**config.mk**
```make
export PLATFORM = sky130hd
export DESIGN_NAME = fifo_access_sched_flat
export DESIGN_NICKNAME = d
export VERILOG_FILES = /design/src/rtl/link_pkg.sv /design/src/rtl/fifo_access_sched_if.sv /design/src/rtl/rr_arb3.sv /design/src/rtl/fifo_access_sched.sv /design/src/flat_wrapper.sv
export SDC_FILE = /design/constraint.sdc
export NUM_CORES = 1
export LEC_CHECK = 0
export CAP_MARGIN = 20
export CELL_PAD_IN_SITES_DETAIL_PLACEMENT = 0
export CELL_PAD_IN_SITES_GLOBAL_PLACEMENT = 2
export CORE_MARGIN = 2
export CORE_UTILIZATION = 12
export CTS_CLUSTER_SIZE = 14
export DETAILED_ROUTE_END_ITERATION = 6
export PLACE_DENSITY = 0.83
export SYNTH_ARGS = -nofsm -noshare
export SYNTH_HDL_FRONTEND = slang
export SYNTH_HIERARCHICAL = 1
export SYNTH_SLANG_ARGS = --single-unit
```
**constraint.sdc**
```tcl
create_clock -name clk -period 4.29 [get_ports clk]
set_clock_uncertainty 0.1 [all_clocks]
set_input_delay 1.0725 -clock clk [delete_from_list [all_inputs] [get_ports clk]]
set_output_delay 1.0725 -clock clk [all_outputs]
set_load 0.02 [all_outputs]
```
**src/rtl/link_pkg.sv**
```systemverilog
// rtl/link_pkg.sv - shared defaults, slot and state types for fifo_access_sched
package link_pkg;

    localparam int DATA_W_DEF   = 16;
    localparam int DEPTH_DEF    = 16;
    localparam int AF_LEVEL_DEF = 12;

    // Arbitration slots in round-robin order: producer 0, producer 1, consumer.
    typedef enum logic [1:0] {
        SLOT_W0 = 2'd0,
        SLOT_W1 = 2'd1,
        SLOT_R  = 2'd2
    } slot_e;

    typedef enum logic {
        ST_RUN   = 1'b0,
        ST_FLUSH = 1'b1
    } state_e;

    // Slot that becomes highest priority after slot s has been granted.
    function automatic slot_e slot_after(input slot_e s);
        case (s)
            SLOT_W0: return SLOT_W1;
            SLOT_W1: return SLOT_R;
            default: return SLOT_W0;
        endcase
    endfunction

endpackage

```
**src/rtl/fifo_access_sched_if.sv**
```systemverilog
// rtl/fifo_access_sched_if.sv - producer/consumer/flush/FIFO-port bundle for fifo_access_sched
//
// Ports (slave = scheduler view):
//   wr_req[1:0], wr_data0, wr_data1 -> write requests and data from two producers
//   wr_gnt[1:0]                     <- one-hot combinational write grant
//   rd_req / rd_gnt                 -> consumer read request / combinational grant
//   rd_valid, rd_data               <- read data, one cycle after a read grant
//   flush / busy_flush              -> drain request pulse / draining indication
//   level, almost_full              <- registered occupancy and threshold flag
//   fifo_write_en, fifo_read_en, fifo_data_in, fifo_rst <- drive of the external FIFO
//   fifo_full, fifo_empty, fifo_data_out                -> status/data from the external FIFO
interface fifo_access_sched_if
    import link_pkg::*;
#(
    parameter int DATA_W = DATA_W_DEF,
    parameter int DEPTH  = DEPTH_DEF
);
    localparam int LVL_W = $clog2(DEPTH) + 1;

    logic [1:0]        wr_req;
    logic [DATA_W-1:0] wr_data0;
    logic [DATA_W-1:0] wr_data1;
    logic [1:0]        wr_gnt;
    logic              rd_req;
    logic              rd_gnt;
    logic              rd_valid;
    logic [DATA_W-1:0] rd_data;
    logic              flush;
    logic              busy_flush;
    logic [LVL_W-1:0]  level;
    logic              almost_full;
    logic              fifo_write_en;
    logic              fifo_read_en;
    logic [DATA_W-1:0] fifo_data_in;
    logic              fifo_full;
    logic              fifo_empty;
    logic [DATA_W-1:0] fifo_data_out;
    logic              fifo_rst;

    modport master (
        output wr_req, wr_data0, wr_data1, rd_req, flush,
        output fifo_full, fifo_empty, fifo_data_out,
        input  wr_gnt, rd_gnt, rd_valid, rd_data, busy_flush, level, almost_full,
        input  fifo_write_en, fifo_read_en, fifo_data_in, fifo_rst
    );

    modport slave (
        input  wr_req, wr_data0, wr_data1, rd_req, flush,
        input  fifo_full, fifo_empty, fifo_data_out,
        output wr_gnt, rd_gnt, rd_valid, rd_data, busy_flush, level, almost_full,
        output fifo_write_en, fifo_read_en, fifo_data_in, fifo_rst
    );

endinterface

```
**src/rtl/rr_arb3.sv**
```systemverilog
// rtl/rr_arb3.sv - three-request round-robin arbiter with one-hot grant
//
// Ports:
//   clk, reset  clock and synchronous active-low reset
//   req[2:0]    requests, bit index = slot (W0, W1, R)
//   gnt[2:0]    one-hot combinational grant; the priority pointer moves only on a grant
module rr_arb3
    import link_pkg::*;
(
    input  logic       clk,
    input  logic       reset,
    input  logic [2:0] req,
    output logic [2:0] gnt
);

    slot_e      prio;       // slot currently holding highest priority
    slot_e      gnt_slot;
    logic [2:0] rot;        // requests rotated so that bit 0 is the priority slot
    logic [2:0] rot_gnt;

    // Rotate, take the lowest set bit, rotate back.
    always_comb begin
        rot = req;
        case (prio)
            SLOT_W1: rot = {req[0], req[2:1]};
            SLOT_R:  rot = {req[1:0], req[2]};
            default: rot = req;
        endcase
    end

    always_comb begin
        rot_gnt = 3'b000;
        if (rot[0]) begin
            rot_gnt = 3'b001;
        end else if (rot[1]) begin
            rot_gnt = 3'b010;
        end else if (rot[2]) begin
            rot_gnt = 3'b100;
        end
    end

    always_comb begin
        gnt = rot_gnt;
        case (prio)
            SLOT_W1: gnt = {rot_gnt[1:0], rot_gnt[2]};
            SLOT_R:  gnt = {rot_gnt[0], rot_gnt[2], rot_gnt[1]};
            default: gnt = rot_gnt;
        endcase
    end

    always_comb begin
        gnt_slot = SLOT_W0;
        if (gnt[1]) begin
            gnt_slot = SLOT_W1;
        end else if (gnt[2]) begin
            gnt_slot = SLOT_R;
        end
    end

    always_ff @(posedge clk) begin
        if (!reset) begin
            prio <= SLOT_W0;
        end else if (|gnt) begin
            prio <= slot_after(gnt_slot);
        end
    end

endmodule

```
**src/rtl/fifo_access_sched.sv**
```systemverilog
// rtl/fifo_access_sched.sv - single-port FIFO access scheduler for two producers, one consumer and flush
//
// Ports:
//   clk    rising-edge clock
//   reset  synchronous active-low reset (0 = reset)
//   bus    fifo_access_sched_if.slave: request/grant handshakes, read data, flush
//          control, occupancy and the drive/status of the external FIFO
module fifo_access_sched
    import link_pkg::*;
#(
    parameter int DATA_W   = DATA_W_DEF,
    parameter int DEPTH    = DEPTH_DEF,
    parameter int AF_LEVEL = AF_LEVEL_DEF
) (
    input  logic                 clk,
    input  logic                 reset,
    fifo_access_sched_if.slave   bus
);

    localparam int               LVL_W   = $clog2(DEPTH) + 1;
    localparam logic [LVL_W-1:0] LVL_MAX = LVL_W'(DEPTH);
    localparam logic [LVL_W-1:0] LVL_AF  = LVL_W'(AF_LEVEL);

    state_e           state;
    state_e           state_nxt;
    logic             arb_open;
    logic [2:0]       elig;
    logic [2:0]       gnt;
    logic             flush_rd;
    logic             do_write;
    logic             do_read;
    logic [LVL_W-1:0] level_q;
    logic             rd_valid_q;

    // Arbitration only in RUN and never in the cycle a flush pulse arrives;
    // reset also closes it so no grant leaks out while held in reset.
    assign arb_open = reset && (state == ST_RUN) && !bus.flush;

    assign elig[0] = arb_open && bus.wr_req[0] && !bus.fifo_full;
    assign elig[1] = arb_open && bus.wr_req[1] && !bus.fifo_full;
    assign elig[2] = arb_open && bus.rd_req    && !bus.fifo_empty;

    rr_arb3 u_arb (
        .clk   (clk),
        .reset (reset),
        .req   (elig),
        .gnt   (gnt)
    );

    // Draining reads are issued every FLUSH cycle the FIFO still holds data.
    assign flush_rd = reset && (state == ST_FLUSH) && !bus.fifo_empty;

    assign do_write = gnt[0] || gnt[1];
    assign do_read  = gnt[2] || flush_rd;

    assign bus.wr_gnt        = gnt[1:0];
    assign bus.rd_gnt        = gnt[2];
    assign bus.fifo_write_en = do_write;
    assign bus.fifo_read_en  = do_read;
    assign bus.fifo_rst      = !reset;

    always_comb begin
        bus.fifo_data_in = '0;
        if (gnt[0]) begin
            bus.fifo_data_in = bus.wr_data0;
        end else if (gnt[1]) begin
            bus.fifo_data_in = bus.wr_data1;
        end
    end

    always_comb begin
        state_nxt = state;
        case (state)
            ST_RUN: begin
                if (bus.flush) begin
                    state_nxt = ST_FLUSH;
                end
            end
            ST_FLUSH: begin
                // Leave on the first cycle with nothing left to discard.
                if (bus.fifo_empty) begin
                    state_nxt = ST_RUN;
                end
            end
            default: state_nxt = ST_RUN;
        endcase
    end

    always_ff @(posedge clk) begin
        if (!reset) begin
            state <= ST_RUN;
        end else begin
            state <= state_nxt;
        end
    end

    always_ff @(posedge clk) begin
        if (!reset) begin
            level_q    <= '0;
            rd_valid_q <= 1'b0;
        end else begin
            // Flush reads are discarded, so only arbitrated reads return data.
            rd_valid_q <= gnt[2];
            if (do_write && (level_q != LVL_MAX)) begin
                level_q <= level_q + 1'b1;
            end else if (do_read && (level_q != '0)) begin
                level_q <= level_q - 1'b1;
            end
        end
    end

    assign bus.level       = level_q;
    assign bus.almost_full = (level_q >= LVL_AF);
    assign bus.busy_flush  = reset && (state == ST_FLUSH);
    assign bus.rd_valid    = rd_valid_q;
    assign bus.rd_data     = rd_valid_q ? bus.fifo_data_out : '0;

    // The occupancy count must track the FIFO's own flags exactly.
    always_ff @(posedge clk) begin
        if (reset) begin
            assert (!(do_write && do_read));
            assert ((level_q == '0) == bus.fifo_empty);
            assert ((level_q == LVL_MAX) == bus.fifo_full);
        end
    end

endmodule
```
**src/flat_wrapper.sv**
```systemverilog
// flat-port wrapper written by rule: the top's interface ports become plain ports
module fifo_access_sched_flat import link_pkg::*;
#(
    parameter int DATA_W   = DATA_W_DEF,
    parameter int DEPTH    = DEPTH_DEF,
    parameter int AF_LEVEL = AF_LEVEL_DEF
)
  (clk, reset, bus_wr_req, bus_wr_data0, bus_wr_data1, bus_rd_req, bus_flush, bus_fifo_full, bus_fifo_empty, bus_fifo_data_out, bus_wr_gnt, bus_rd_gnt, bus_rd_valid, bus_rd_data, bus_busy_flush, bus_level, bus_almost_full, bus_fifo_write_en, bus_fifo_read_en, bus_fifo_data_in, bus_fifo_rst);
  fifo_access_sched_if #(.DATA_W(DATA_W), .DEPTH(DEPTH)) bus_i ();
  input  logic clk;
  input  logic reset;
  input wire logic [$bits(bus_i.wr_req)-1:0] bus_wr_req;
  input wire logic [$bits(bus_i.wr_data0)-1:0] bus_wr_data0;
  input wire logic [$bits(bus_i.wr_data1)-1:0] bus_wr_data1;
  input wire logic [$bits(bus_i.rd_req)-1:0] bus_rd_req;
  input wire logic [$bits(bus_i.flush)-1:0] bus_flush;
  input wire logic [$bits(bus_i.fifo_full)-1:0] bus_fifo_full;
  input wire logic [$bits(bus_i.fifo_empty)-1:0] bus_fifo_empty;
  input wire logic [$bits(bus_i.fifo_data_out)-1:0] bus_fifo_data_out;
  output wire logic [$bits(bus_i.wr_gnt)-1:0] bus_wr_gnt;
  output wire logic [$bits(bus_i.rd_gnt)-1:0] bus_rd_gnt;
  output wire logic [$bits(bus_i.rd_valid)-1:0] bus_rd_valid;
  output wire logic [$bits(bus_i.rd_data)-1:0] bus_rd_data;
  output wire logic [$bits(bus_i.busy_flush)-1:0] bus_busy_flush;
  output wire logic [$bits(bus_i.level)-1:0] bus_level;
  output wire logic [$bits(bus_i.almost_full)-1:0] bus_almost_full;
  output wire logic [$bits(bus_i.fifo_write_en)-1:0] bus_fifo_write_en;
  output wire logic [$bits(bus_i.fifo_read_en)-1:0] bus_fifo_read_en;
  output wire logic [$bits(bus_i.fifo_data_in)-1:0] bus_fifo_data_in;
  output wire logic [$bits(bus_i.fifo_rst)-1:0] bus_fifo_rst;
  assign bus_i.wr_req = bus_wr_req;
  assign bus_i.wr_data0 = bus_wr_data0;
  assign bus_i.wr_data1 = bus_wr_data1;
  assign bus_i.rd_req = bus_rd_req;
  assign bus_i.flush = bus_flush;
  assign bus_i.fifo_full = bus_fifo_full;
  assign bus_i.fifo_empty = bus_fifo_empty;
  assign bus_i.fifo_data_out = bus_fifo_data_out;
  assign bus_wr_gnt = bus_i.wr_gnt;
  assign bus_rd_gnt = bus_i.rd_gnt;
  assign bus_rd_valid = bus_i.rd_valid;
  assign bus_rd_data = bus_i.rd_data;
  assign bus_busy_flush = bus_i.busy_flush;
  assign bus_level = bus_i.level;
  assign bus_almost_full = bus_i.almost_full;
  assign bus_fifo_write_en = bus_i.fifo_write_en;
  assign bus_fifo_read_en = bus_i.fifo_read_en;
  assign bus_fifo_data_in = bus_i.fifo_data_in;
  assign bus_fifo_rst = bus_i.fifo_rst;
  fifo_access_sched #(.DATA_W(DATA_W), .DEPTH(DEPTH), .AF_LEVEL(AF_LEVEL)) u_core (.clk(clk), .reset(reset), .bus(bus_i));
endmodule
```
==> out/qor.txt, run 1 <==
Outcome = finished, final reports clean
Max VDD drop = 73.6 uV
Async S/R FF share, synth = 0%
DRT Pass-1 Iters = 4
Boundary Pins = 102
Fin crit share = 98.0%
First-pass GRT wire length = 6.38 mm
Post-synth top area share = 18.4%
Largest net degree at the start of global routing = 18
Combinational share of power = 50.7%
Num CTS Buffers = 3
Min cycle time layout = 4210 ps
Number of synthesized flops with an enable pin = 0
CTS tree = done
Net Sw Power = 136 uW
Max Cap Viol = 0
Crit-path cells = clkdlybuf4s50_1 > nor4b_4 > nor2_1 > a22oi_1 > o21ai_2 > buf_4 > clkdlybuf4s50_1
Final setup vio count = 0
Seq/Total Area, Yosys = 18.4%
Clock Sink Count = 9
Worst Tran Pin Value = 388 ps
Clock-pin slew on the worst setup and hold paths = 50 ps
Netlist Area Pre-Place = 980 um2
Hpwl dp = 3.39 mm
DIE AREA = 8900 um2
Layout cells sized above 1 = 24.0%
Clk root buf = clkbuf_8
Top cell by count, worst path = clkdlybuf4s50_1
Syn Area/Cell = 7.90 um2
Clk_lat worst skew = 230 ps
Worst hold path type = register to register
Die height = 94.4 um
Synth area leaders = dfxtp_1, a22o_1, and2_1
Core area = 7810 um2
Most frequent cells in the layout = clkdlybuf4s50_1, buf_4, and2_1
Setup TNS = 0 ps
Vias in the first global route = 1313
Antenna violations before repair = 0
CP max stage delay = 540 ps
Total Routing Usage GR = 8.94%
Synth Warn # = 6
Port bufs = 101
Syn nets = 186
Leading area contributor after synthesis = dfxtp_1
Worst endpoint required time = 3120 ps
Yosys reg bits = 9
Crit. End Element = output port
DR vias = 1351
Cells after Synth = 124
PD cells = 178 nW/um2
Routability congestion estimate = 0.738
Maximum fanout along the worst path = 4
Via density = 3.88
Clk buf depth = 2
Sw frac = 32.7%
Row cnt = 32
Final slew viol count = 0
Max Clock Freq = 238 MHz
Mean routed wirelength per cell = 12.1 um
Overflow after GRT = 0
Hold Slack = 448 ps
Final Hold Vio Count = 0
Leakage = 0.00100 uW
Worst Path Arrival = 3030 ps
Seq pwr share = 25.4%
Kind of critical path = primary input to output port
Ant. Diodes = 0
Startpoint types = primary input
Commonest non-fill, non-tap cell in the layout = clkdlybuf4s50_1
Starting Density = 12.5%
Crit-path slowest cell = clkdlybuf4s50_1
Die width = 94.4 um
Slew HR = 74.1%
Depth of the CTS H-tree = 1
DRT iter0 DRCs = 34
Post-route ant nets = 0
Routed WL = 4.22 mm
Synth Flop Type = dfxtp_1
Internal = 279 uW
Power share of the clock group = 23.9%
DR DRC count = 0
Final #Nets = 309
Yosys cell types = 38
Area grow syn2layout = 138%
[flip-flops by register name, summed over array words and instances, names as in the netlist]
signal               flops
u_core/bus.level         5
u_core/u_arb/prio        2
u_core/bus.rd_valid      1
u_core/state             1
[synthesized netlist by cell type (3+ instances only)]
| cell type | n |
|---|---|
| inv_1 | 11 |
| a22o_1 | 17 |
| dfxtp_1 | 9 |
| nor2b_1 | 3 |
| nand2_1 | 6 |
| nor4b_1 | 3 |
| a21oi_1 | 4 |
| ha_1 | 5 |
| nor2_1 | 9 |
| and2_1 | 19 |
| clkbuf_1 | 4 |
| o21ai_0 | 3 |
[per-stage QoR]
| stage | setup WS (ps) | utilization, % | total power [uW] | instance area [um2] | cells |
|---|---|---|---|---|---|
| floorplan | 85.7 | - | 198 | 1010 | 124 |
| global placement | -452 | 29.2 | 312 | 2280 | 340 |
| detailed placement | -467 | 29.2 | 313 | 2280 | 340 |
| CTS | 2.01 | 29.7 | 419 | 2320 | 347 |
| global route | -12.5 | 29.8 | 446 | 2330 | 348 |
| finish | 85.0 | 29.8 | 415 | 2330 | 348 |
[what timing repair did]
item,4_1_cts,5_1_grt
hold buffers,0,0
setup endpoints to repair,22,22
buffers inserted,2,1
cloned,1,0
resized for setup,90,6
pin swaps,4,1
[worst max-delay path: cells and delay by family]
family / cells / cell delay, ps
and+or+nand+nor: 2 / 500
buffers and inverters: 3 / 1190
AOI/OAI and AO/OA: 2 / 260
[layout make-up]
| cell class | instances | area (um2) |
|---|---|---|
| sequential | 9 | 180 |
| multi-input combinational | 98 | 807 |
| inverter | 12 | 45.0 |
| tap | 102 | 128 |
| clock buffer | 4 | 45.0 |
| timing repair buffer | 123 | 1120 |
| fill | 856 | 5480 |
[cells by family (layout without fill, tap and decap cells)]
group / count (synthesis) / in the layout / share of synthesized area (%)
flip-flops: 9 / 9 / 18.4
adder cells (fa/ha/maj): 6 / 6 / 8.43
AO/OA/AOI/OAI: 34 / 34 / 28.7
XOR/XNOR: 4 / 4 / 3.58
AND/OR/NAND/NOR: 52 / 52 / 32.2
buffers and inverters: 17 / 139 / 6.64
multiplexers: 2 / 2 / 2.04
[power by group through the flow]
stage	clock network, uW	registers [uW]	logic [uW]
5_1_grt	112	107	226
2_1_floorplan	0	111	87.5
4_1_cts	103	106	211
6_report	99.2	105	210
3_5_place_dp	0	107	206
3_3_place_gp	0	106	206
[worst paths after layout]
check / start / to / slack (ps) / cells after the start
max reg2reg: u_core/state$_SDFF_PN0_ / u_core/bus.level[4]$_SDFFE_PN0P_ / 960 / 17
min reg2reg: u_core/bus.level[1]$_SDFFE_PN0P_ / u_core/bus.level[1]$_SDFFE_PN0P_ / 450 / 2
min: u_core/bus.level[1]$_SDFFE_PN0P_ / u_core/bus.level[1]$_SDFFE_PN0P_ / 450 / 2
max: bus_fifo_empty / bus_wr_gnt[1] / 80 / 7
[layer usage]
metal / vias up / track usage, % / wire length, um
met1: 606 / 10.6 / 1630
met4: 0 / 3.02 / 36
met2: 61 / 15.5 / 2120
met3: 4 / 2.47 / 437
li1: 680 / - / -
met5: - / 0 / 0
Note: power is estimated with default switching activity, not from simulation.
==> inputs of run 2 (changes only) <==
--- a/config.mk
+++ b/config.mk
@@ -13,6 +13,7 @@
 export CTS_CLUSTER_SIZE = 14
 export DETAILED_ROUTE_END_ITERATION = 6
 export PLACE_DENSITY = 0.83
+export SKIP_LAST_GASP = 1
 export SYNTH_ARGS = -nofsm -noshare
 export SYNTH_HDL_FRONTEND = slang
 export SYNTH_HIERARCHICAL = 1
==> out/qor.txt, run 2 (synthesized netlist as in run 1, its figures left out) <==
Startpoint types = primary input
Starting Density = 12.5% (unchanged)
Post-DP Area = 2280 um2 (unchanged)
Worst Path Arrival = 3030 ps (about the same)
DP Cell Count = 340 (unchanged)
Max VDD drop = 73.6 uV (unchanged)
Clock Sink Count = 9 (unchanged)
Clock-pin slew on the worst setup and hold paths = 50 ps (about the same)
Kind of critical path = primary input to output port
Largest net degree at the start of global routing = 18 (unchanged)
Finished Layout Cells = 348 (unchanged)
Via density = 3.88 (unchanged)
Routability congestion estimate = 0.738 (unchanged)
Overflow after GRT = 0 (unchanged)
Max Clock Freq = 238 MHz (unchanged)
Worst Tran Pin Value = 388 ps (unchanged)
Row cnt = 32 (unchanged)
Vias in the first global route = 1313 (unchanged)
Clk_lat worst skew = 230 ps (about the same)
Slew HR = 74.1% (unchanged)
Hold Buf Count CTS = 0 (unchanged)
Fin crit share = 98.0% (unchanged)
Die height = 94.4 um (unchanged)
Worst hold path type = register to register
Setup TNS = 0 ps (unchanged)
Area grow syn2layout = 137%
Port bufs = 101 (unchanged)
DR vias = 1351 (unchanged)
CTS tree = done
Clk buf depth = 2 (unchanged)
Max reg flops = 5 (unchanged)
Die width = 94.4 um (unchanged)
Final #Nets = 309 (unchanged)
Final Hold Vio Count = 0 (unchanged)
First-pass GRT wire length = 6.38 mm (unchanged)
Depth of the CTS H-tree = 1 (unchanged)
Ant. Diodes = 0 (unchanged)
Num CTS Buffers = 3 (unchanged)
Total Routing Usage GR = 8.94% (unchanged)
Final setup vio count = 0 (unchanged)
Leakage = 0.00100 uW (about the same)
Final slew viol count = 0 (unchanged)
Min cycle time layout = 4210 ps (unchanged)
Layout cells sized above 1 = 23.6% (-0.41 points)
DIE AREA = 8900 um2 (unchanged)
Boundary Pins = 102 (unchanged)
Commonest non-fill, non-tap cell in the layout = clkdlybuf4s50_1
PD cells = 178 nW/um2 (+0.12%)
Post-route ant nets = 0 (unchanged)
Clk root buf = clkbuf_8
Worst endpoint required time = 3120 ps (about the same)
Routed WL = 4.23 mm (+0.17%)
Antenna violations before repair = 0 (unchanged)
Design area = 2320 um2 (-0.16%)
Maximum fanout along the worst path = 4 (unchanged)
Core area = 7810 um2 (unchanged)
Most frequent cells in the layout = clkdlybuf4s50_1, buf_4, and2_1
Hpwl dp = 3.39 mm (unchanged)
Max Cap Viol = 0 (unchanged)
DRT iter0 DRCs = 33 (-2.9%)
Mean routed wirelength per cell = 12.2 um (+0.17%)
DRT Pass-1 Iters = 4 (unchanged)
Outcome = finished, final reports clean
Crit. End Element = output port
DR DRC count = 0 (unchanged)
[run 2: changes by cell type in the layout (fill, tap and decap cells not counted)]
cell	before	now
buf_2	12	13
buf_4	24	23
clkdlybuf4s15_1	1	2
clkdlybuf4s15_2	1	0
[run 2: final timing paths]
path | to | depth (start not counted) | from | slack [ps]
worst max-delay path | bus_wr_gnt[1] | 7 | bus_fifo_empty | 80
worst min-delay path | u_core/bus.level[1]$_SDFFE_PN0P_ | 2 | u_core/bus.level[1]$_SDFFE_PN0P_ | 450
worst max register to register | u_core/bus.level[4]$_SDFFE_PN0P_ | 17 | u_core/state$_SDFF_PN0_ | 960
worst min register to register | u_core/bus.level[1]$_SDFFE_PN0P_ | 2 | u_core/bus.level[1]$_SDFFE_PN0P_ | 450
[run 2: layer usage]
metal	vias up	track usage (%)	wire length, um
li1	680	-	-
met1	606	10.6	1640
met2	61	15.5	2110
met3	4	2.47	437
met4	0	3.02	36
met5	-	0	0
[run 2: cell type report]
type | count | area, um2
Fill cell | 857 | 5480
Timing Repair Buffer | 123 | 1120
Multi-Input combinational cell | 98 | 807
Sequential cell | 9 | 180
Tap cell | 102 | 128
Clock buffer | 4 | 45.0
Inverter | 12 | 45.0
[run 2: through the flow]
step | hold WS [ps] | worst slack (ps) | util, % | power, uW
finish | 448 | 85.0 | 29.8 | 415
global route | 489 | -12.5 | 29.8 | 445
CTS | 454 | -30.3 | 29.6 | 419
detailed placement | 448 | -467 | 29.2 | 313
global placement | 439 | -452 | 29.2 | 312
floorplan | 407 | 85.7 | - | 198
[run 2: what timing repair did]
action | CTS | global route
endpoints found under the hold margin | 0 | 0
endpoints found under the setup margin | 22 | 22
pin swaps | 4 | 1
buffers inserted | 2 | 1
cloned | 1 | 0
gates resized for setup | 88 | 6
[run 2: worst max-delay path, stage by stage]
cell and delay (ps):
clkdlybuf4s50_1 500, nor4b_4 390, nor2_1 110, a22oi_1 190
o21ai_2 70, buf_4 150, clkdlybuf4s50_1 540
[run 2: report_power, final]
part           internal, uW  switching [uW]
Clock                  64.8            34.4
Combinational           122            87.9
Sequential             91.6            13.5
==> inputs of run 3 (changes only) <==
--- a/config.mk
+++ b/config.mk
@@ -5,6 +5,7 @@
 export SDC_FILE = /design/constraint.sdc
 export NUM_CORES = 1
 export LEC_CHECK = 0
+export ABC_AREA = 1
 export CAP_MARGIN = 20
 export CELL_PAD_IN_SITES_DETAIL_PLACEMENT = 0
 export CELL_PAD_IN_SITES_GLOBAL_PLACEMENT = 2
==> out/qor.txt, run 3 <==
Outcome = finished, final reports clean
Post-Synth Adder-Cell Area = 7.08% (-1.3 points)
Post-synth top area share = 29.0% (+11 points)
Port bufs = 101 (unchanged)
Crit. End Element = output port
Routability congestion estimate = 0.781 (+5.8%)
Worst Path Arrival = 2960 ps (-70 ps)
Clk buf depth = 2 (unchanged)
Synth area leaders = nand2_1, dfxtp_1, nand3_1
Maximum fanout along the worst path = 5 (+1)
Most frequent cells after synthesis = nand2_1, inv_1, nand3_1
DP Cell Count = 461 (+36%)
Netlist Area Pre-Place = 1170 um2 (+19%)
Crit path depth = 15 (+8)
Max Clock Freq = 242 MHz (+1.7%)
Slew HR = 66.7% (-7.5 points)
Worst endpoint required time = 3120 ps (about the same)
Max Cap Viol = 0 (unchanged)
Most common cell in the netlist = nand2_1
Die width = 103 um (+8.7%)
Area grow syn2layout = 126%
Worst Tran Pin Value = 499 ps (+112 ps)
Crit-path slowest cell = clkdlybuf4s50_1
Seq/Total Area, Yosys = 15.5% (-2.9 points)
Xor and xnor area share after synthesis = 1.50% (-2.1 points)
Routed WL = 4.74 mm (+12%)
Depth of the CTS H-tree = 1 (unchanged)
Kind of critical path = primary input to output port
Reg2reg setup slack = 820 ps (-140 ps)
Layout cells sized above 1 = 24.6% (+1.1 points)
Number of synthesized flops with an enable pin = 0 (unchanged)
Hold Buf Count CTS = 0 (unchanged)
Crit path max-delay family = simple AND/OR/NAND/NOR gates
Syn nets = 279 (+50%)
DRT Pass-1 Iters = 4 (unchanged)
Max VDD drop = 151 uV (+110%)
Leading area contributor after synthesis = nand2_1
Mean routed wirelength per cell = 9.99 um (-18%)
Max reg flops = 5 (unchanged)
Vias in the first global route = 1666 (+27%)
Hpwl dp = 3.68 mm (+8.6%)
Startpoint types = primary input
Total Routing Usage GR = 8.09% (-0.85 points)
Final slew viol count = 0 (unchanged)
Worst hold path type = register to register
Post-route ant nets = 0 (unchanged)
Syn Area/Cell = 5.37 um2 (-32%)
Synth Flop Type = dfxtp_1
Clock Sink Count = 9 (unchanged)
Async S/R FF share, synth = 0% (unchanged)
Commonest non-fill, non-tap cell in the layout = nand2_1
Antenna violations before repair = 0 (unchanged)
Clk_lat worst skew = 230 ps (about the same)
CP endpoint = bus_fifo_write_en
CP bufs+invs = 5 (+2)
Top cell by count, worst path = nand2_1
Source of the critical timing path = bus_fifo_empty
RSZ-0062 raised after global routing = true
Final Hold Vio Count = 0 (unchanged)
DR DRC count = 0 (unchanged)
Multiplexer share of the synthesized area = 0% (-2.0 points)
Final setup vio count = 0 (unchanged)
Fin crit share = 96.4% (-1.7 points)
Core area = 9330 um2 (+19%)
Final WS setup = 156 ps (+70.9 ps)
Starting Density = 12.5% (-0.046 points)
CTS tree = done
Leakage = 0.00140 uW (+39%)
Clock-pin slew on the worst setup and hold paths = 50 ps (about the same)
CP max stage delay = 400 ps (-140 ps)
Clk root buf = clkbuf_8
Min cycle time layout = 4130 ps (-70.9 ps)
Overflow after GRT = 0 (unchanged)
Simple-gate share of the synthesized area = 54.8% (+23 points)
Die height = 103 um (+8.7%)
DR vias = 1776 (+31%)
Final #Nets = 408 (+32%)
Num CTS Buffers = 3 (unchanged)
RR Endpoint = u_core/bus.level[4]$_SDFFE_PN0P_
Finished Layout Cells = 474 (+36%)
Largest net degree at the start of global routing = 20 (+2)
Post-synthesis compound-gate area fraction = 5.47% (-23 points)
Pre-CTS WS = -708 ps (-241 ps)
Ant. Diodes = 0 (unchanged)
Via density = 3.75 (-3.5%)
PD cells = 451 nW/um2 (+150%)
Crit-path cells = clkdlybuf4s50_1 > inv_1 > nand2_1 > nor2_2 > nand2_1 > nand3_2 > nand2_4 > buf_4 > nand3_1 > nand2_1 > nand2_2 > nand2_4 > buf_4 > or2_4 > buf_2
Worst r2r path cells = 22 (+5)
Row cnt = 35 (+9.4%)
DRT iter0 DRCs = 54 (+64%)
R2r startpoint = u_core/u_arb/prio[0]$_SDFFE_PN0P_
Boundary Pins = 102 (unchanged)
First-pass GRT wire length = 6.87 mm (+7.8%)
Cells after Synth = 217 (+75%)
Most frequent cells in the layout = nand2_1, clkdlybuf4s50_1, inv_1
Synth Warn # = 6 (unchanged)
Yosys cell types = 25 (-34%)
DIE AREA = 10500 um2 (+18%)
Yosys reg bits = 9 (unchanged)
Largest family of logic cells by synthesized area = simple AND/OR/NAND/NOR gates
-- run 3: worst min-delay path by stage --
stage,start,end,slack [ps],cells past startpoint
final,u_core/bus.level[0]$_SDFFE_PN0P_,u_core/bus.level[0]$_SDFFE_PN0P_,420,1
after global routing,u_core/bus.level[0]$_SDFFE_PN0P_,u_core/bus.level[0]$_SDFFE_PN0P_,450,1
after floorplan,u_core/state$_SDFF_PN0_,u_core/state$_SDFF_PN0_,400,2
after global placement,u_core/bus.level[0]$_SDFFE_PN0P_,u_core/bus.level[0]$_SDFFE_PN0P_,390,1
after detailed placement,u_core/bus.level[0]$_SDFFE_PN0P_,u_core/bus.level[0]$_SDFFE_PN0P_,400,1
after CTS,u_core/bus.level[0]$_SDFFE_PN0P_,u_core/bus.level[0]$_SDFFE_PN0P_,410,1
-- run 3: what timing repair did --
action	CTS	global route
pin swaps	5	8
gates cloned	0	2
resized for setup	89	19
setup buffers	3	4
endpoints found under the setup margin	22	21
-- run 3: per-layer routing --
layer	GRT usage [%]	share of wire (%)	vias to the layer above
li1	-	-	916
met1	9.19	43	752
met2	14.6	44	106
met3	2.44	13	2
met4	2.36	0.40	0
met5	0	0	-
-- run 3: cells by family (layout without fill, tap and decap cells) --
family	count (synthesis)	in the layout
AND/OR/NAND/NOR	143	143
buffers and inverters	45	173
AO/OA/AOI/OAI	12	12
flip-flops	9	9
adder cells (fa/ha/maj)	6	6
XOR/XNOR	2	2
-- run 3: cell type report --
class,instances,area [um2]
flip-flops and latches,9,180
multi-input cells,163,881
repair buffers,132,1220
fillers,1026,6700
inverters,37,139
well taps,129,161
clock buffers,4,45.0
-- run 3: through the flow --
step           hold slack (ps)  total power [uW]  utilization (%)  cell area, um2  TNS (ps)
6_report                   417              1190             28.2            2630         0
5_1_grt                    449              1300             28.2            2630     -46.4
4_1_cts                    413              1130             27.0            2520         0
3_5_place_dp               399              1060             26.7            2490    -13600
3_3_place_gp               388              1060             26.7            2490    -12890
2_1_floorplan              403               653                -            1190         0
-- run 3: where the power goes --
part / switching [uW] / leakage, uW / internal [uW]
Sequential: 34.1 / 0.0000739 / 112
Clock: 35.9 / 0.0000228 / 65.0
Combinational: 490 / 0.00130 / 450
Total: 560 / 0.00140 / 627
